==> src/rtl/user_logic_regbank_irq.sv <==
// Register bank slave with byte-enable writes, configurable read wait states
// and an optional edge-triggered interrupt block.
// Optional feature: define USER_LOGIC_IRQ_EN to turn the top two registers
// into IRQ_STATUS (rising-edge set, write-1-to-clear) and IRQ_ENABLE.
module user_logic_regbank_irq #(
  parameter int unsigned C_SLV_DWIDTH = 32,
  parameter int unsigned C_NUM_REG    = 16,
  parameter int unsigned C_SLV_AWIDTH = 6,
  parameter int unsigned C_RD_WAIT    = 1
) (
  input  logic                      Bus2IP_Clk,
  input  logic                      Bus2IP_Resetn,
  input  logic [C_SLV_AWIDTH-1:0]   Bus2IP_Addr,
  input  logic [C_SLV_DWIDTH-1:0]   Bus2IP_Data,
  input  logic [C_SLV_DWIDTH/8-1:0] Bus2IP_BE,
  input  logic                      Bus2IP_WrCE,
  input  logic                      Bus2IP_RdCE,
  output logic [C_SLV_DWIDTH-1:0]   IP2Bus_Data,
  output logic                      IP2Bus_Ack,
  output logic                      IP2Bus_Error,
  input  logic [C_SLV_DWIDTH-1:0]   Evt_In,
  output logic                      Irq
);

  localparam int unsigned IdxW  = C_SLV_AWIDTH - 2;
  localparam int unsigned RegW  = $clog2(C_NUM_REG);
  localparam int unsigned NumBe = C_SLV_DWIDTH / 8;
  localparam logic [IdxW:0] NumRegIdx = (IdxW + 1)'(C_NUM_REG);

  typedef enum logic [1:0] {StIdle, StWait, StAck} state_e;

  state_e                  state_q, state_d;
  logic [2:0]              cnt_q, cnt_d;
  logic [RegW-1:0]         idx_q, idx_d;
  logic                    rd_q, rd_d;
  logic                    err_q, err_d;
  logic                    wr_en;
  logic [C_SLV_DWIDTH-1:0] data_q, data_d;
  logic [C_SLV_DWIDTH-1:0] be_mask;
  logic [C_SLV_DWIDTH-1:0] regs_q [C_NUM_REG];
  logic [C_SLV_DWIDTH-1:0] regs_d [C_NUM_REG];
  logic [IdxW-1:0]         addr_idx;
  logic                    addr_oob;
  logic                    unused_addr;

  assign addr_idx    = Bus2IP_Addr[C_SLV_AWIDTH-1:2];
  assign addr_oob    = {1'b0, addr_idx} >= NumRegIdx;
  assign unused_addr = ^Bus2IP_Addr[1:0];

  // Expand byte enables into a bit mask for the write merge.
  always_comb begin
    be_mask = '0;
    for (int unsigned b = 0; b < NumBe; b++) begin
      be_mask[8*b +: 8] = {8{Bus2IP_BE[b]}};
    end
  end

  // Transfer FSM: accept in IDLE, optional read wait, single ACK cycle.
  always_comb begin
    state_d = state_q;
    cnt_d   = cnt_q;
    idx_d   = idx_q;
    rd_d    = rd_q;
    err_d   = err_q;
    wr_en   = 1'b0;
    unique case (state_q)
      StIdle: begin
        if (Bus2IP_WrCE || Bus2IP_RdCE) begin
          idx_d = addr_idx[RegW-1:0];
          rd_d  = Bus2IP_RdCE && !Bus2IP_WrCE;
          err_d = (Bus2IP_WrCE && Bus2IP_RdCE) || addr_oob;
          wr_en = Bus2IP_WrCE && !Bus2IP_RdCE && !addr_oob;
          if (rd_d && (C_RD_WAIT > 0)) begin
            state_d = StWait;
            cnt_d   = 3'(C_RD_WAIT - 1);
          end else begin
            state_d = StAck;
          end
        end
      end
      StWait: begin
        if (cnt_q == 3'd0) state_d = StAck;
        else               cnt_d   = cnt_q - 3'd1;
      end
      StAck:   state_d = StIdle;
      default: state_d = StIdle;
    endcase
  end

  // Read data is captured on the edge entering ACK and is zero otherwise.
  always_comb begin
    data_d = '0;
    if ((state_d == StAck) && (state_q != StAck) && rd_d && !err_d) begin
      data_d = regs_q[idx_d];
    end
  end

`ifdef USER_LOGIC_IRQ_EN
  localparam int unsigned StatIdx = C_NUM_REG - 2;
  localparam int unsigned EnIdx   = C_NUM_REG - 1;

  logic [C_SLV_DWIDTH-1:0] evt_q;
  logic [C_SLV_DWIDTH-1:0] evt_rise;
  logic [C_SLV_DWIDTH-1:0] stat_clr;
  logic                    irq_q;

  assign evt_rise = Evt_In & ~evt_q;
  assign stat_clr = (wr_en && (idx_d == RegW'(StatIdx))) ? (Bus2IP_Data & be_mask) : '0;
  assign Irq      = irq_q;

  // Edge-detect history and registered interrupt level.
  always_ff @(posedge Bus2IP_Clk or negedge Bus2IP_Resetn) begin
    if (!Bus2IP_Resetn) begin
      evt_q <= '0;
      irq_q <= 1'b0;
    end else begin
      evt_q <= Evt_In;
      irq_q <= |(regs_q[StatIdx] & regs_q[EnIdx]);
    end
  end
`else
  logic unused_evt;
  assign unused_evt = ^Evt_In;
  assign Irq        = 1'b0;
`endif

  // Register next state: byte-merged writes, plus status set/clear when enabled.
  always_comb begin
    regs_d = regs_q;
    for (int unsigned r = 0; r < C_NUM_REG; r++) begin
      if (wr_en && (idx_d == RegW'(r))) begin
        regs_d[r] = (regs_q[r] & ~be_mask) | (Bus2IP_Data & be_mask);
      end
    end
`ifdef USER_LOGIC_IRQ_EN
    // A new event wins over a simultaneous write-1-to-clear.
    regs_d[StatIdx] = (regs_q[StatIdx] & ~stat_clr) | evt_rise;
`endif
  end

  // Register bank storage.
  always_ff @(posedge Bus2IP_Clk or negedge Bus2IP_Resetn) begin
    if (!Bus2IP_Resetn) begin
      for (int unsigned r = 0; r < C_NUM_REG; r++) regs_q[r] <= '0;
    end else begin
      for (int unsigned r = 0; r < C_NUM_REG; r++) regs_q[r] <= regs_d[r];
    end
  end

  // FSM and transfer bookkeeping state.
  always_ff @(posedge Bus2IP_Clk or negedge Bus2IP_Resetn) begin
    if (!Bus2IP_Resetn) begin
      state_q <= StIdle;
      cnt_q   <= 3'd0;
      idx_q   <= '0;
      rd_q    <= 1'b0;
      err_q   <= 1'b0;
      data_q  <= '0;
    end else begin
      state_q <= state_d;
      cnt_q   <= cnt_d;
      idx_q   <= idx_d;
      rd_q    <= rd_d;
      err_q   <= err_d;
      data_q  <= data_d;
    end
  end

  assign IP2Bus_Data  = data_q;
  assign IP2Bus_Ack   = (state_q == StAck);
  assign IP2Bus_Error = (state_q == StAck) && err_q;

endmodule

==> config.mk <==
export PLATFORM = sky130hd
export DESIGN_NAME = user_logic_regbank_irq
export DESIGN_NICKNAME = d
export VERILOG_FILES = /design/src/rtl/user_logic_regbank_irq.sv
export SDC_FILE = /design/constraint.sdc
export NUM_CORES = 1
export LEC_CHECK = 0
export ABC_AREA = 1
export CORE_ASPECT_RATIO = 1.2
export CORE_MARGIN = 2
export CORE_UTILIZATION = 45
export DETAILED_ROUTE_END_ITERATION = 12
export MAX_ROUTING_LAYER = met4
export PLACE_DENSITY = 0.71
export SLEW_MARGIN = 20
export SYNTH_ARGS = -nofsm -noshare
export SYNTH_HDL_FRONTEND = slang
export SYNTH_SLANG_ARGS = --single-unit
==> constraint.sdc <==
create_clock -name Bus2IP_Clk -period 2.15 [get_ports Bus2IP_Clk]
set_input_delay 0.5375 -clock Bus2IP_Clk [delete_from_list [all_inputs] [get_ports Bus2IP_Clk]]
set_output_delay 0.5375 -clock Bus2IP_Clk [all_outputs]
set_load 0.005 [all_outputs]
==> run_results.csv <==
group,metric,value,unit
cells_and_area,drive_gt1_share,14.5,%
global_routing,grt_pass1_wl,115000,um
route,wl_per_cell,17.8,um
run,maxCapViolCount,0,
cells_and_area,final_area,0.0330,mm2
critical_path,crit_buf_inv,5,
cts,cts_root_buffer,"clkbuf_16",
floorplanning,ioPinCount,113,
critical_path,crit_type,"flop to flop",
cells_and_area,n_antenna_cell,0,
min_path,min_path_type,"primary input to asynchronous set/reset pin",
timing,max_freq,450,MHz
power,swShare,40.7,%
route,drt_iter0_drc,2036,
global_routing,gr-total-overflow,0,
route,drt-total-wl,78600,um
synth,syn_area,0.0265,mm2
placed_design,gp_congestion,0.905,
timing,setup_ws,-0.0716,ns
floorplanning,floorplan.die_area,0.0607,mm2
power,ir_drop,805,uV
route,drc,0,
critical_path,crit_family,"simple AND/OR/NAND/NOR gates",
synth,synthArstFlopShare,100,%
cts,cts_buffers,54,
cts,cts_tree,"yes",
timing,final-setup-viol-count,43,
run_status,violations,"negative setup slack",
global_routing,grt_max_degree,79,
cts,path_clk_slew,0.07,ns
route,via_per_inst,5.26,
timing,rsz0062_at_grt,"true",
critical_path,cp-end-kind,"flop",
floorplanning,start_util,45.4,%
cts,clkLatencyLatePin,0.62,ns
critical_path,reg2regPathDepth,12,
power,p_int,0.0297,W
power,power-per-cell-area,1520,mW/mm2
route,ant_nets,0,
timing,tns,-0.817,ns
placed_design,hpwl,45700,um
critical_path,cpPeakStageDelay,0.41,ns
floorplanning,die_height,270,um
critical_path,crit_fanout,8,
cells_and_area,multi_input_comb_area,0.0111,mm2
critical_path,cp_cell_sequence,"nor2_4 > nand2_4 > buf_4 > nand2_1 > nand2_2 > buf_6 > nor2_4 > buf_12 > buf_12 > buf_4 > nand3_4 > o21ai_0",
cells_and_area,seqCellArea,0.0139,mm2
floorplanning,rows,97,
synth,synthFlopType,"dfrtp_1",
global_routing,gr-usage-all-layers,24.4,%
power,pwr-share-seq,32.0,%
placed_design,pre_cts_slack,-0.649,ns
route,drtPass1Iterations,6,
floorplanning,fp.dieW,225,um
global_routing,antenna_found_initial,0,
synth,ys_top_cells_by_count,"nand2_1 (1322), o21ai_0 (650), dfrtp_1 (555), inv_1 (335), nor2_1 (160)",
timing,fin_crit,2.22,ns
timing,fin_crit_sh,103,%
critical_path,start_kind,"flop",
global_routing,grt_pass1_vias,21400,
critical_path,crit_slowest_cell,"dfrtp_1",
synth,synth_edf_count,0,
run_status,status,"finished with violations",
timing,slew_viol_final,0,
critical_path,critPathRequiredTime,2.66,ns
synth,yosys.area.top_type,"dfrtp_1",
synth,synth_cell_types,27,
cts,ctsHtreeMaxLevel,2,
synth,synth_seq_cells,555,
cells_and_area,layout.nets,3708,
critical_path,regToRegSetupSlack,-0.07,ns
synth,seq_area_frac_synth,52.5,%
synth,yosysWarningCount,0,
cells_and_area,finalCoreUtilization,56.7,%
cts,cts_max_path_buffers,3,
cells_and_area,area_growth,24.8,%
synth,synth_fp_nets,3487,
synth,postSynthAreaPerCell,7.76,um2
cells_and_area,fill_cells,5074,
timing,whs,0.405,ns
timing,finalHoldViolCount,0,
critical_path,arrival,2.73,ns
synth,syn_inst,3407,
floorplanning,core_area,0.0583,mm2
timing,slew_headroom,59.5,%
power,power_frac_comb,47.8,%
timing,worstMarginPinSlew,0.607,ns
critical_path,worstReg2RegStart,"state_q[1]",
route,via_count,23200,
timing,fin_skew,0.0204,ns
placed_design,port_buffers,77,
synth,yosys.area.top_type_share,52.5,%
power,leakagePower,15.6,nW
cts,cts_sinks,555,
power,pwr-share-clk,20.2,%
placed_design,placed_area,0.0294,mm2
power,p_sw,0.0204,W
synth,synth.most_common_cell,"nand2_1",
synth,yosys-top-cells-area,"dfrtp_1 (53%), nand2_1 (19%), o21ai_0 (12%)",
## routing by layer
layer	track usage, %	up-vias	wire length [um]
li1	-	11100	-
met1	31.7	11100	32400
met2	39.4	788	38200
met3	2.97	215	4770
met4	8.56	0	3200
met5	-	-	0
## cell usage in the layout (no fill, tap or decap), types with 20 or more instances in the layout
cell	instances
buf_12	61
buf_4	157
buf_6	30
clkbuf_16	68
clkdlybuf4s50_1	72
dfrtp_1	555
inv_1	333
nand2_1	1269
nand2_2	53
nand3_1	89
nand3_4	67
nor2_1	152
o21ai_0	535
o21ai_1	110
o21ai_2	20
## power groups by stage
stage / Sequential (W) / Clock (W) / Combinational [W]
3_3_place_gp: 0.0160 / 0 / 0.0206
6_report: 0.0160 / 0.0101 / 0.0240
5_1_grt: 0.0164 / 0.0106 / 0.0267
4_1_cts: 0.0159 / 0.0103 / 0.0211
2_1_floorplan: 0.0156 / 0 / 0.0133
3_5_place_dp: 0.0160 / 0 / 0.0209
## cells by family after synthesis
logic type / count (synthesis) / synth area share [%]
and+or+nand+nor: 1631 / 26.0
AOI/OAI and AO/OA: 669 / 12.7
DFF: 555 / 52.5
buffers and inverters: 548 / 8.67
other: 1 / 0.0142
adders and majority gates: 2 / 0.0946
xor gates and xnor gates: 1 / 0.0331
## area by class of cell
cell class | instances | area share [%]
clock inverters | 21 | 0.822
repair buffers | 348 | 12.0
clock buffers | 79 | 4.90
well taps | 742 | 2.81
inverters | 337 | 3.85
flip-flops and latches | 555 | 42.1
multi-input cells | 2332 | 33.6
## worst max-delay path by stage
stage                           start         endpoint  cells after the start
final                      state_q[1]             flop                     12
after CTS                  state_q[0]             flop                     11
after global placement    Bus2IP_WrCE  IP2Bus_Data[14]                     13
after floorplan           Bus2IP_RdCE             flop                     12
after detailed placement  Bus2IP_WrCE  IP2Bus_Data[14]                     13
after global routing       state_q[1]             flop                     12
## repair_timing
item,in CTS,in global routing
hold buffers,1,0
resized for setup,7,281
pin swaps,3,54
buffers inserted,2,45
hold endpoints to repair,23,0
endpoints found under the setup margin,20,528
gates cloned,0,47
## through the flow
| step | std cells | total power (W) |
|---|---|---|
| finish | 4414 | 0.0502 |
| global route | 4414 | 0.0538 |
| CTS | 4322 | 0.0473 |
| detailed placement | 4219 | 0.0369 |
| global placement | 4219 | 0.0365 |
| floorplan | 3407 | 0.0289 |
Note: power is estimated with default switching activity, not from simulation.
